$ cat src/rtl/a5_ctrl_pkg.sv
// Shared constants for the A5/1 session controller: phase lengths, FSM encodings,
// register map, CTRL/STATUS bit positions and the Wishbone request payload.
package a5_ctrl_pkg;

  localparam int unsigned KEY_BITS   = 64;
  localparam int unsigned FRAME_BITS = 22;
  localparam int unsigned MIX_CYCLES = 100;
  localparam int unsigned RUN_BITS   = 228;

  localparam int unsigned WORD_W  = 32;
  localparam int unsigned FILL_W  = 5;
  localparam int unsigned STEP_W  = 8;
  localparam int unsigned STATE_W = 3;
  localparam int unsigned IDX_W   = 3;

  localparam logic [STATE_W-1:0] ST_IDLE  = 3'd0;
  localparam logic [STATE_W-1:0] ST_CLEAR = 3'd1;
  localparam logic [STATE_W-1:0] ST_KEY   = 3'd2;
  localparam logic [STATE_W-1:0] ST_FRAME = 3'd3;
  localparam logic [STATE_W-1:0] ST_MIX   = 3'd4;
  localparam logic [STATE_W-1:0] ST_RUN   = 3'd5;

  localparam logic [IDX_W-1:0] REG_DATA   = 3'd0;
  localparam logic [IDX_W-1:0] REG_KEY_LO = 3'd1;
  localparam logic [IDX_W-1:0] REG_KEY_HI = 3'd2;
  localparam logic [IDX_W-1:0] REG_FRAME  = 3'd3;
  localparam logic [IDX_W-1:0] REG_CTRL   = 3'd4;

  localparam int unsigned CTRL_START_BIT = 0;
  localparam int unsigned CTRL_ABORT_BIT = 1;

  localparam int unsigned STAT_BUSY_BIT  = 0;
  localparam int unsigned STAT_DONE_BIT  = 1;
  localparam int unsigned STAT_EMPTY_BIT = 2;
  localparam int unsigned STAT_FULL_BIT  = 3;

  typedef struct packed {
    logic              we;
    logic [IDX_W-1:0]  idx;
    logic [3:0]        sel;
    logic [WORD_W-1:0] dat;
  } wb_req_t;

  // Replace only the bytes whose select bit is set.
  function automatic logic [WORD_W-1:0] byte_merge(input logic [WORD_W-1:0] old_v,
                                                   input logic [WORD_W-1:0] new_v,
                                                   input logic [3:0]        sel);
    logic [WORD_W-1:0] r;
    r = old_v;
    for (int i = 0; i < 4; i++) begin
      if (sel[i]) r[i*8 +: 8] = new_v[i*8 +: 8];
    end
    return r;
  endfunction

endpackage

$ cat src/rtl/a5_word_packer.sv
// Collects keystream bits MSB-first into 32-bit words; a finished word is held
// in an output register until the FIFO accepts it, freeing the shifter at once.
module a5_word_packer
  import a5_ctrl_pkg::*;
(
  input  logic              clk,
  input  logic              reset,
  input  logic              clear_i,
  input  logic              shift_i,
  input  logic              bit_i,
  input  logic              flush_i,
  input  logic              wr_i,
  output logic              pending_o,
  output logic [WORD_W-1:0] word_o
);

  logic [WORD_W-2:0] sr_q, sr_d;
  logic [FILL_W-1:0] fill_q, fill_d;
  logic              pending_q, pending_d;
  logic [WORD_W-1:0] word_q, word_d;
  logic              complete;

  assign complete  = shift_i & ((fill_q == FILL_W'(WORD_W - 1)) | flush_i);
  assign pending_o = pending_q;
  assign word_o    = word_q;

  always_comb begin
    sr_d      = sr_q;
    fill_d    = fill_q;
    pending_d = pending_q;
    word_d    = word_q;
    if (clear_i) begin
      sr_d      = '0;
      fill_d    = '0;
      pending_d = 1'b0;
      word_d    = '0;
    end else begin
      if (wr_i) pending_d = 1'b0;
      if (complete) begin
        // Partial final word lands right-aligned because the shifter starts at zero.
        word_d    = {sr_q, bit_i};
        sr_d      = '0;
        fill_d    = '0;
        pending_d = 1'b1;
      end else if (shift_i) begin
        sr_d   = {sr_q[WORD_W-3:0], bit_i};
        fill_d = fill_q + FILL_W'(1);
      end
    end
  end

  always_ff @(posedge clk) begin
    if (reset) begin
      sr_q      <= '0;
      fill_q    <= '0;
      pending_q <= 1'b0;
      word_q    <= '0;
    end else begin
      sr_q      <= sr_d;
      fill_q    <= fill_d;
      pending_q <= pending_d;
      word_q    <= word_d;
    end
  end

endmodule

$ cat src/rtl/a5_session_ctrl.sv
// A5/1 session sequencer: Wishbone register file, clear/load/mix/run phases for
// the external generator, and keystream word hand-off to the external FIFO.
module a5_session_ctrl
  import a5_ctrl_pkg::*;
(
  input  logic        clk,
  input  logic        reset,
  input  logic        wbs_stb_i,
  input  logic        wbs_cyc_i,
  input  logic        wbs_we_i,
  input  logic [3:0]  wbs_sel_i,
  input  logic [31:0] wbs_dat_i,
  input  logic [31:0] wbs_adr_i,
  output logic        wbs_ack_o,
  output logic [31:0] wbs_dat_o,
  output logic        gen_clear,
  output logic        gen_load_en,
  output logic        gen_load_bit,
  output logic        gen_clk_en,
  input  logic        gen_d,
  output logic        fifo_wr_en,
  output logic [31:0] fifo_wr_data,
  input  logic        fifo_full,
  output logic        fifo_rd_en,
  input  logic [31:0] fifo_rd_data,
  input  logic        fifo_empty
);

  logic [STATE_W-1:0]    state_q, state_d;
  logic [STEP_W-1:0]     step_q, step_d;
  logic [KEY_BITS-1:0]   key_q, key_d;
  logic [FRAME_BITS-1:0] frame_q, frame_d;
  logic                  done_q, done_d;
  logic                  ack_q, ack_d;
  logic [WORD_W-1:0]     dat_q, dat_d;
  logic                  rd_en_q, rd_en_d;

  wb_req_t           req;
  logic              req_valid, wr_req, rd_req, ctrl_wr;
  logic              busy, start, abort;
  logic              in_run, bits_left, pending, shift, flush;
  logic [WORD_W-1:0] pack_word, frame_w, status_w;
  logic              unused_adr;

  assign unused_adr = ^{wbs_adr_i[31:5], wbs_adr_i[1:0]};

  assign req       = '{we: wbs_we_i, idx: wbs_adr_i[4:2], sel: wbs_sel_i, dat: wbs_dat_i};
  assign req_valid = wbs_stb_i & wbs_cyc_i & ~ack_q;
  assign wr_req    = req_valid & req.we;
  assign rd_req    = req_valid & ~req.we;
  assign ctrl_wr   = wr_req & (req.idx == REG_CTRL);
  assign busy      = (state_q != ST_IDLE);
  assign abort     = ctrl_wr & req.dat[CTRL_ABORT_BIT];
  assign start     = ctrl_wr & req.dat[CTRL_START_BIT] & ~req.dat[CTRL_ABORT_BIT] & ~busy;

  // Generator and FIFO strobes decode straight from the phase so a stall takes effect immediately.
  assign in_run       = (state_q == ST_RUN);
  assign bits_left    = (step_q < STEP_W'(RUN_BITS));
  assign gen_clear    = (state_q == ST_CLEAR);
  assign gen_load_en  = (state_q == ST_KEY) | (state_q == ST_FRAME);
  assign gen_load_bit = ((state_q == ST_KEY)   & key_q[step_q[5:0]]) |
                        ((state_q == ST_FRAME) & frame_q[step_q[4:0]]);
  assign gen_clk_en   = (state_q == ST_MIX) |
                        (in_run & bits_left & ~(pending & fifo_full));
  assign shift        = in_run & gen_clk_en;
  assign flush        = shift & (step_q == STEP_W'(RUN_BITS - 1));
  assign fifo_wr_en   = in_run & pending & ~fifo_full & ~abort;
  assign fifo_wr_data = pack_word;
  assign fifo_rd_en   = rd_en_q;
  assign wbs_ack_o    = ack_q;
  assign wbs_dat_o    = dat_q;

  a5_word_packer u_packer (
    .clk       (clk),
    .reset     (reset),
    .clear_i   (start | abort),
    .shift_i   (shift),
    .bit_i     (gen_d),
    .flush_i   (flush),
    .wr_i      (fifo_wr_en),
    .pending_o (pending),
    .word_o    (pack_word)
  );

  always_comb begin
    status_w                 = '0;
    status_w[STAT_BUSY_BIT]  = busy;
    status_w[STAT_DONE_BIT]  = done_q;
    status_w[STAT_EMPTY_BIT] = fifo_empty;
    status_w[STAT_FULL_BIT]  = fifo_full;
  end

  // Phase sequencing, then Wishbone-driven overrides.
  always_comb begin
    state_d = state_q;
    step_d  = step_q;
    done_d  = done_q;
    key_d   = key_q;
    frame_d = frame_q;
    ack_d   = req_valid;
    dat_d   = '0;
    rd_en_d = 1'b0;
    frame_w = byte_merge(WORD_W'(frame_q), req.dat, req.sel);

    case (state_q)
      ST_IDLE: ;
      ST_CLEAR: begin
        state_d = ST_KEY;
        step_d  = '0;
      end
      ST_KEY: begin
        if (step_q == STEP_W'(KEY_BITS - 1)) begin
          state_d = ST_FRAME;
          step_d  = '0;
        end else begin
          step_d = step_q + STEP_W'(1);
        end
      end
      ST_FRAME: begin
        if (step_q == STEP_W'(FRAME_BITS - 1)) begin
          state_d = ST_MIX;
          step_d  = '0;
        end else begin
          step_d = step_q + STEP_W'(1);
        end
      end
      ST_MIX: begin
        if (step_q == STEP_W'(MIX_CYCLES - 1)) begin
          state_d = ST_RUN;
          step_d  = '0;
        end else begin
          step_d = step_q + STEP_W'(1);
        end
      end
      ST_RUN: begin
        if (shift) step_d = step_q + STEP_W'(1);
        if (fifo_wr_en && !bits_left) begin
          state_d = ST_IDLE;
          done_d  = 1'b1;
        end
      end
      default: state_d = ST_IDLE;
    endcase

    if (start) begin
      state_d = ST_CLEAR;
      step_d  = '0;
      done_d  = 1'b0;
    end
    if (abort) begin
      state_d = ST_IDLE;
      step_d  = '0;
      done_d  = 1'b0;
    end

    if (wr_req && !busy) begin
      case (req.idx)
        REG_KEY_LO: key_d[31:0]  = byte_merge(key_q[31:0], req.dat, req.sel);
        REG_KEY_HI: key_d[63:32] = byte_merge(key_q[63:32], req.dat, req.sel);
        REG_FRAME:  frame_d      = frame_w[FRAME_BITS-1:0];
        default: ;
      endcase
    end

    if (rd_req) begin
      case (req.idx)
        REG_DATA: begin
          if (!fifo_empty) begin
            dat_d   = fifo_rd_data;
            rd_en_d = 1'b1;
          end
        end
        REG_KEY_LO: dat_d = key_q[31:0];
        REG_KEY_HI: dat_d = key_q[63:32];
        REG_FRAME:  dat_d = WORD_W'(frame_q);
        REG_CTRL:   dat_d = status_w;
        default:    dat_d = '0;
      endcase
    end
  end

  always_ff @(posedge clk) begin
    if (reset) begin
      state_q <= ST_IDLE;
      step_q  <= '0;
      key_q   <= '0;
      frame_q <= '0;
      done_q  <= 1'b0;
      ack_q   <= 1'b0;
      dat_q   <= '0;
      rd_en_q <= 1'b0;
    end else begin
      state_q <= state_d;
      step_q  <= step_d;
      key_q   <= key_d;
      frame_q <= frame_d;
      done_q  <= done_d;
      ack_q   <= ack_d;
      dat_q   <= dat_d;
      rd_en_q <= rd_en_d;
    end
  end

endmodule
$ cat config.mk
export PLATFORM = sky130hd
export DESIGN_NAME = a5_session_ctrl
export DESIGN_NICKNAME = d
export VERILOG_FILES = /design/src/rtl/a5_ctrl_pkg.sv /design/src/rtl/a5_word_packer.sv /design/src/rtl/a5_session_ctrl.sv
export SDC_FILE = /design/constraint.sdc
export NUM_CORES = 1
export LEC_CHECK = 0
export BUFFER_PORTS_ARGS = -buffer_cell sky130_fd_sc_hd__buf_2
export CORE_MARGIN = 4
export CORE_UTILIZATION = 45
export CTS_CLUSTER_DIAMETER = 30
export DETAILED_ROUTE_END_ITERATION = 10
export PLACE_DENSITY_LB_ADDON = 0.1
export SETUP_SLACK_MARGIN = 0.2
export SKIP_LAST_GASP = 1
export SLEW_MARGIN = 10
export SYNTH_ARGS = -nofsm -noshare
export SYNTH_HDL_FRONTEND = slang
export SYNTH_SLANG_ARGS = --single-unit
$ cat constraint.sdc
create_clock -name clk -period 2.2 [get_ports clk]
set_input_delay 0.22 -clock clk [delete_from_list [all_inputs] [get_ports clk]]
set_output_delay 0.22 -clock clk [all_outputs]
set_load 0.05 [all_outputs]
==> results of run 1 <==
==> cell usage after synthesis (all sizes together), types with 3 or more instances <==
library cell  number  area, µm²
nor2              27        106
nand2            259        972
inv                5       18.8
and2               5       31.3
a211oi             4       42.5
nand4              4       25.0
clkbuf            43        161
nand2b             7       43.8
xnor2              6       52.6
a21oi            184        921
nand3             91        455
xor2               4       35.0
and4               3       26.3
nor3b              3       32.5
a31oi              5       37.5
nand3b             4       42.5
dfxtp            201       4020
nor3               7       67.6
mux2i             19        190
ha                 4       50.1
mux4              14        315
nor2b              6       37.5
buf               41        240
nor4               3       18.8
o21ai              5       25.0
and3               6       37.5
a22oi             56        420
==> per-stage QoR <==
| step | util | hold slack, ns |
|---|---|---|
| global route | 0.657 | 0.0142 |
| global placement | 0.520 | 0.438 |
| CTS | 0.636 | 0.00151 |
| detailed placement | 0.520 | 0.444 |
| floorplan | - | 0.355 |
| finish | 0.657 | 0.0101 |
==> metal layers <==
layer	vias to the layer above	wire length [µm]	global-route usage
li1	4115	-	-
met1	3950	11100	0.296
met2	280	13100	0.380
met3	56	1590	0.0500
met4	0	612	0.0701
met5	-	0	0
==> worst min path at each step <==
stage                         endpoint
floorplan             u_packer.sr_q[0]
global placement    u_packer.word_o[0]
detailed placement  u_packer.word_o[9]
CTS                        frame_q[16]
global route                 key_q[16]
finish                    wbs_dat_o[8]
==> power groups by stage <==
| stage | Combinational [W] | Sequential (W) | Clock [W] |
|---|---|---|---|
| after floorplan | 0.000682 | 0.00379 | 0 |
| after global placement | 0.00101 | 0.00383 | 0 |
| after detailed placement | 0.00101 | 0.00384 | 0 |
| after CTS | 0.00115 | 0.00377 | 0.00664 |
| after global routing | 0.00133 | 0.00378 | 0.00688 |
| final | 0.00123 | 0.00377 | 0.00655 |
==> state kept, by name, summed over array words and instances (netlist names), 3 cells and up <==
| register | count |
|---|---|
| u_packer.fill_q | 5 |
| frame_q | 22 |
| wbs_dat_o | 32 |
| key_q | 64 |
| u_packer.sr_q | 31 |
| step_q | 8 |
| state_q | 3 |
| u_packer.word_o | 32 |
==> worst max-delay path: stages (launching register included) <==
cell and delay [ns]:
dfxtp_4 0.42, mux4_2 0.52, mux4_2 0.47, inv_1 0.07
nand2_1 0.05, o2111ai_1 0.12, o211ai_1 0.18, buf_4 0.23
==> logic make-up after synthesis <==
family	Yosys count
simple gates	432
compound gates	268
xor+xnor	10
mux	35
fa+ha+maj	4
flops	201
buf+inv	89
==> what timing repair did <==
item | 4_1_cts | 5_1_grt
hold buffers | 49 | 0
pin swaps | 5 | 8
cloned | 1 | 12
endpoints found under the hold margin | 93 | 0
resized for setup | 24 | 36
buffers inserted | 7 | 3
endpoints found under the setup margin | 81 | 109
==> cell type report <==
class	count	area, µm²	area share
Tap cell	260	325	0.0263
Inverter	5	18.8	0.00152
Timing Repair Buffer	263	2100	0.169
Clock inverter	24	250	0.0202
Clock buffer	58	1260	0.102
Sequential cell	201	4040	0.326
Multi-Input combinational cell	749	4380	0.354
==> run metrics, run 1 <==
status=finished with violations; failing checks=setup timing; initial antenna violation count=0; vias in the first global route=7985; HP Class=primary input to register; minimum clock period=around 2.8 ns; commonest cells after routing, fill and taps aside=nand2_1 (253), dfxtp_1 (195), a21oi_1 (170); Die Area=~21000 µm²; xor/xnor share of the synthesized area=0.0101; Via density=between 5 and 6; # Max-Cap Violations=0; Area Overhead vs Synth=43.1%; skew final=0.0167 ns; first-pass GRT wire length=a little over 40000 µm; syn_nets=roughly 1200; WL per Instance=16.9 µm; Reg clk slew, reported paths=~0.04 ns; Pwr Density=933 nW/µm²; Clock Latency Late Sink=slightly above 0.5 ns; crit start category=register; Avg Inst Size Synth=approximately 8.3 µm²; clk sink count=~200; Initial DRC Count=around 450; drt pass-1 iters=4; Psw=around 0.0028 W; die span in x=around 150 µm; fin cells=~1600; fin crit share=1.27; CP max FO=8; Min-Delay Path Depth=3; dpl hpwl=roughly 16000 µm; Seq pwr share=0.327; FF+latch count, synth=between 200 and 250; # nets final=around 1400; final hold violation count=0; placed cells=between 1000 and 1500; reg2reg start=step_q[1]; Vert. Die Dim=between 100 and 150 µm; CTS tree=built; min-delay src=fifo_rd_data[8]; Core ar.=roughly 19000 µm²; DRC violations left=0; final WL=26400 µm; Sw Share=0.241; Post-Synthesis Cells=slightly above 1000; maximum vdd drop=a little under 600 µV; port buffer count=roughly 150; crit end category=output pin; worst path required time=about 2.0 ns; Max clock buf depth=3; fill count=between 1500 and 2000; Post-synth EDFFs=0; Overall Global Routing Usage=0.228; Setup-failing EPs final=1; # H-tree levels=2; RePlAce Congestion=about 0.81; Starting Density=0.459; total CTS buffers=44; placed cell areas=approximately 9800 µm²; CP endpoint=gen_load_bit; Reg2Reg Capture Point=step_q[1]; largest family of logic cells by synthesized area=simple AND/OR/NAND/NOR gates; total number of vias=8401; cell internal pwr=roughly 0.0088 W; unrepaired setup endpoints after global routing=true; Critical Path Source=step_q[1]; layout cells sized above 1=0.277; post-synthesis mux area share=0.0611; global route overflow=0; Max Freq=0.358 GHz; final setup TNS=-0.596 ns; Slew Viols, Final=0; largest net degree at the start of global routing=88; post-place setup slack=-0.181 ns; FP Rows=50; Synth Area in Simple Gates=0.226; Yosys warning total=0; commonest non-fill, non-tap cell in the layout=nand2_1; Final Power=0.0115 W; sequential area share after synthesis=0.465; Reg2Reg Setup Slack=~0.04 ns; critical path class=register to output pin; compound-gate portion of the synthesized area=0.183; number of I/O pins=around 180; combinational share of power=0.106; Final Instance Area=approximately 12000 µm²; CTS Root Cell=clkbuf_16; Slew Limit Headroom=0.661; critical path arrival=2.58 ns; Worst-Margin Slew=between 0.5 and 0.6 ns; Setup WS post-layout=-0.596 ns; ys async rst share=0; r2r worst-path depth=10; ys flop type=dfxtp_1; clock power share=0.567; Synth Cell Area=8650 µm²; Adder-Cell Fraction of Synth Area=0.00579; ANT cells=0; Leak=approximately 4.6 nW; Yosys cell types=between 50 and 60; DRT antenna net count=0
Power figures use the tool's default switching activity.
==> inputs of run 2 (changes only) <==
RECOVER_POWER = 100   (was default)
==> run 2 against run 1 <==
Effect of this change: the run still ends with setup timing left; largest power group unchanged; critical path depth did not move; final cell count stayed put; sequential share of layout area rose by 0.48 points; combinational power is essentially flat; worst hold slack improved by 0.0019 ns; core utilization fell by 0.96 points; sequential power is essentially flat; final area fell by 1.5%; register-to-register slack worse by 0.04 ns; die area unchanged; largest cell class unchanged.
==> run metrics, run 2 (synthesis gave the netlist of run 1 again) <==
status=finished with violations (unchanged); failing checks=setup timing (unchanged); fill count=1628 (was 1570); port buffer count=149 (unchanged); Setup-failing EPs final=1 (unchanged); largest net degree at the start of global routing=88 (unchanged); max FFs per register=64 (unchanged); DRT antenna net count=0 (unchanged); Reg clk slew, reported paths=0.05 ns (was 0.04 ns); maximum vdd drop=600 µV (was 593 µV); CTS Root Cell=clkbuf_16 (unchanged); post-place setup slack=-0.181 ns (unchanged); crit end category=output pin (unchanged); Slew Limit Headroom=0.460 (was 0.661); DRC violations left=0 (unchanged); Max Freq=0.358 GHz (about the same); clk sink count=201 (unchanged); Worst-Margin Slew=0.810 ns (was 0.508 ns); layout cells sized above 1=0.222 (was 0.277); CP max FO=8 (unchanged); Reg2Reg Setup Slack=0 ns (was 0.04 ns); unrepaired setup endpoints after global routing=true (unchanged); HP Class=primary input to register (unchanged); Pwr Density=946 nW/µm² (was 933 nW/µm²); final core utilization=0.648 (was 0.657); Starting Density=0.459 (unchanged); Vert. Die Dim=147 µm (unchanged); crit start category=register (unchanged); # H-tree levels=2 (unchanged); Clock Latency Late Sink=0.51 ns (about the same); Initial DRC Count=476 (was 447); fin crit share=1.27 (about the same); FF/Latch Area=4040 µm² (about the same); Core ar.=18800 µm² (unchanged); ANT cells=0 (unchanged); final WL=26500 µm (was 26400 µm); total CTS buffers=44 (unchanged); Leak=4.25 nW (was 4.59 nW); WL per Instance=17.0 µm (was 16.9 µm); commonest cells after routing, fill and taps aside=nand2_1 (253), dfxtp_1 (196), a21oi_1 (170) (was nand2_1 (253), dfxtp_1 (195), a21oi_1 (170)); dpl hpwl=16100 µm (unchanged); Slew Viols, Final=0 (unchanged); critical path class=register to output pin (unchanged); global route overflow=0 (unchanged); final hold violation count=0 (unchanged); total number of vias=8423 (was 8401); initial antenna violation count=0 (unchanged); RePlAce Congestion=0.813 (unchanged); skew final=0.0175 ns (was 0.0167 ns); minimum clock period=2.79 ns (was 2.80 ns); Top reg by flops=key_q (unchanged); die span in x=147 µm (unchanged); FP Rows=50 (unchanged); drt pass-1 iters=6 (was 4); Max clock buf depth=3 (unchanged); final setup TNS=-0.594 ns (was -0.596 ns); area used by multi-input combinational logic=4350 µm² (was 4380 µm²); Via density=5.40 (was 5.39); Die Area=21500 µm² (unchanged); Setup WS post-layout=-0.594 ns (was -0.596 ns); worst path required time=1.98 ns (about the same); Area Overhead vs Synth=41.0% (was 43.1%); critical path arrival=2.57 ns (was 2.58 ns); Overall Global Routing Usage=0.228 (unchanged); vias in the first global route=7985 (unchanged); # Max-Cap Violations=0 (unchanged); first-pass GRT wire length=41100 µm (unchanged); CTS tree=built (unchanged); commonest non-fill, non-tap cell in the layout=nand2_1 (unchanged); number of I/O pins=179 (unchanged); # nets final=1376 (unchanged)
-- run 2: what timing repair did --
item	in CTS	in global routing
gates resized for setup	24	36
hold endpoints to repair	93	0
buffers inserted	7	3
endpoints found under the setup margin	81	109
hold buffers	49	0
cloned	1	12
pin swaps	5	8
-- run 2: critical path, stage by stage (launching register included) --
cell and delay, ns:
dfxtp_4 0.42, mux4_2 0.52, mux4_2 0.47, inv_1 0.07, nand2_1 0.05, o2111ai_1 0.12
o211ai_1 0.18, buf_4 0.23
-- run 2: power by group --
group | internal (W) | switching [W] | leakage (nW)
sequential | 0.00370 | 0.0000755 | 1.62
combinational | 0.000560 | 0.000652 | 1.89
clock | 0.00450 | 0.00206 | 0.738
total | 0.00875 | 0.00278 | 4.25
-- run 2: area by class of cell --
class                           instances  area share
Timing Repair Buffer                  263       0.160
Inverter                                5     0.00154
Sequential cell                       201       0.331
Clock buffer                           58       0.104
Tap cell                              260      0.0267
Multi-Input combinational cell        749       0.357
Clock inverter                         24      0.0205
-- run 2: path summary, 6_finish.rpt --
check,depth (start not counted),startpoint,end
hold / removal,3,fifo_rd_data[8],wbs_dat_o[8]
setup reg to reg,10,step_q[2],u_packer.sr_q[5]
setup / recovery,7,step_q[1],gen_load_bit
hold reg to reg,2,u_packer.word_o[28],u_packer.word_o[28]
-- run 2: metal layers --
metal,vias to the layer above,GRT usage,share of wire
met5,-,0,0
met4,0,0.0701,0.023
met3,54,0.0500,0.062
met2,287,0.380,0.49
met1,3957,0.296,0.42
li1,4125,-,-
-- run 2: stage by stage --
stage                     instance area (µm²)  power [W]  instances  hold WS, ns
after global routing                    12200     0.0120       1560       0.0142
after detailed placement                 9800    0.00484       1406        0.444
after floorplan                          8670    0.00448       1039        0.355
final                                   12200     0.0115       1560       0.0119
after global placement                   9800    0.00484       1406        0.438
after CTS                               12000     0.0116       1545      0.00151
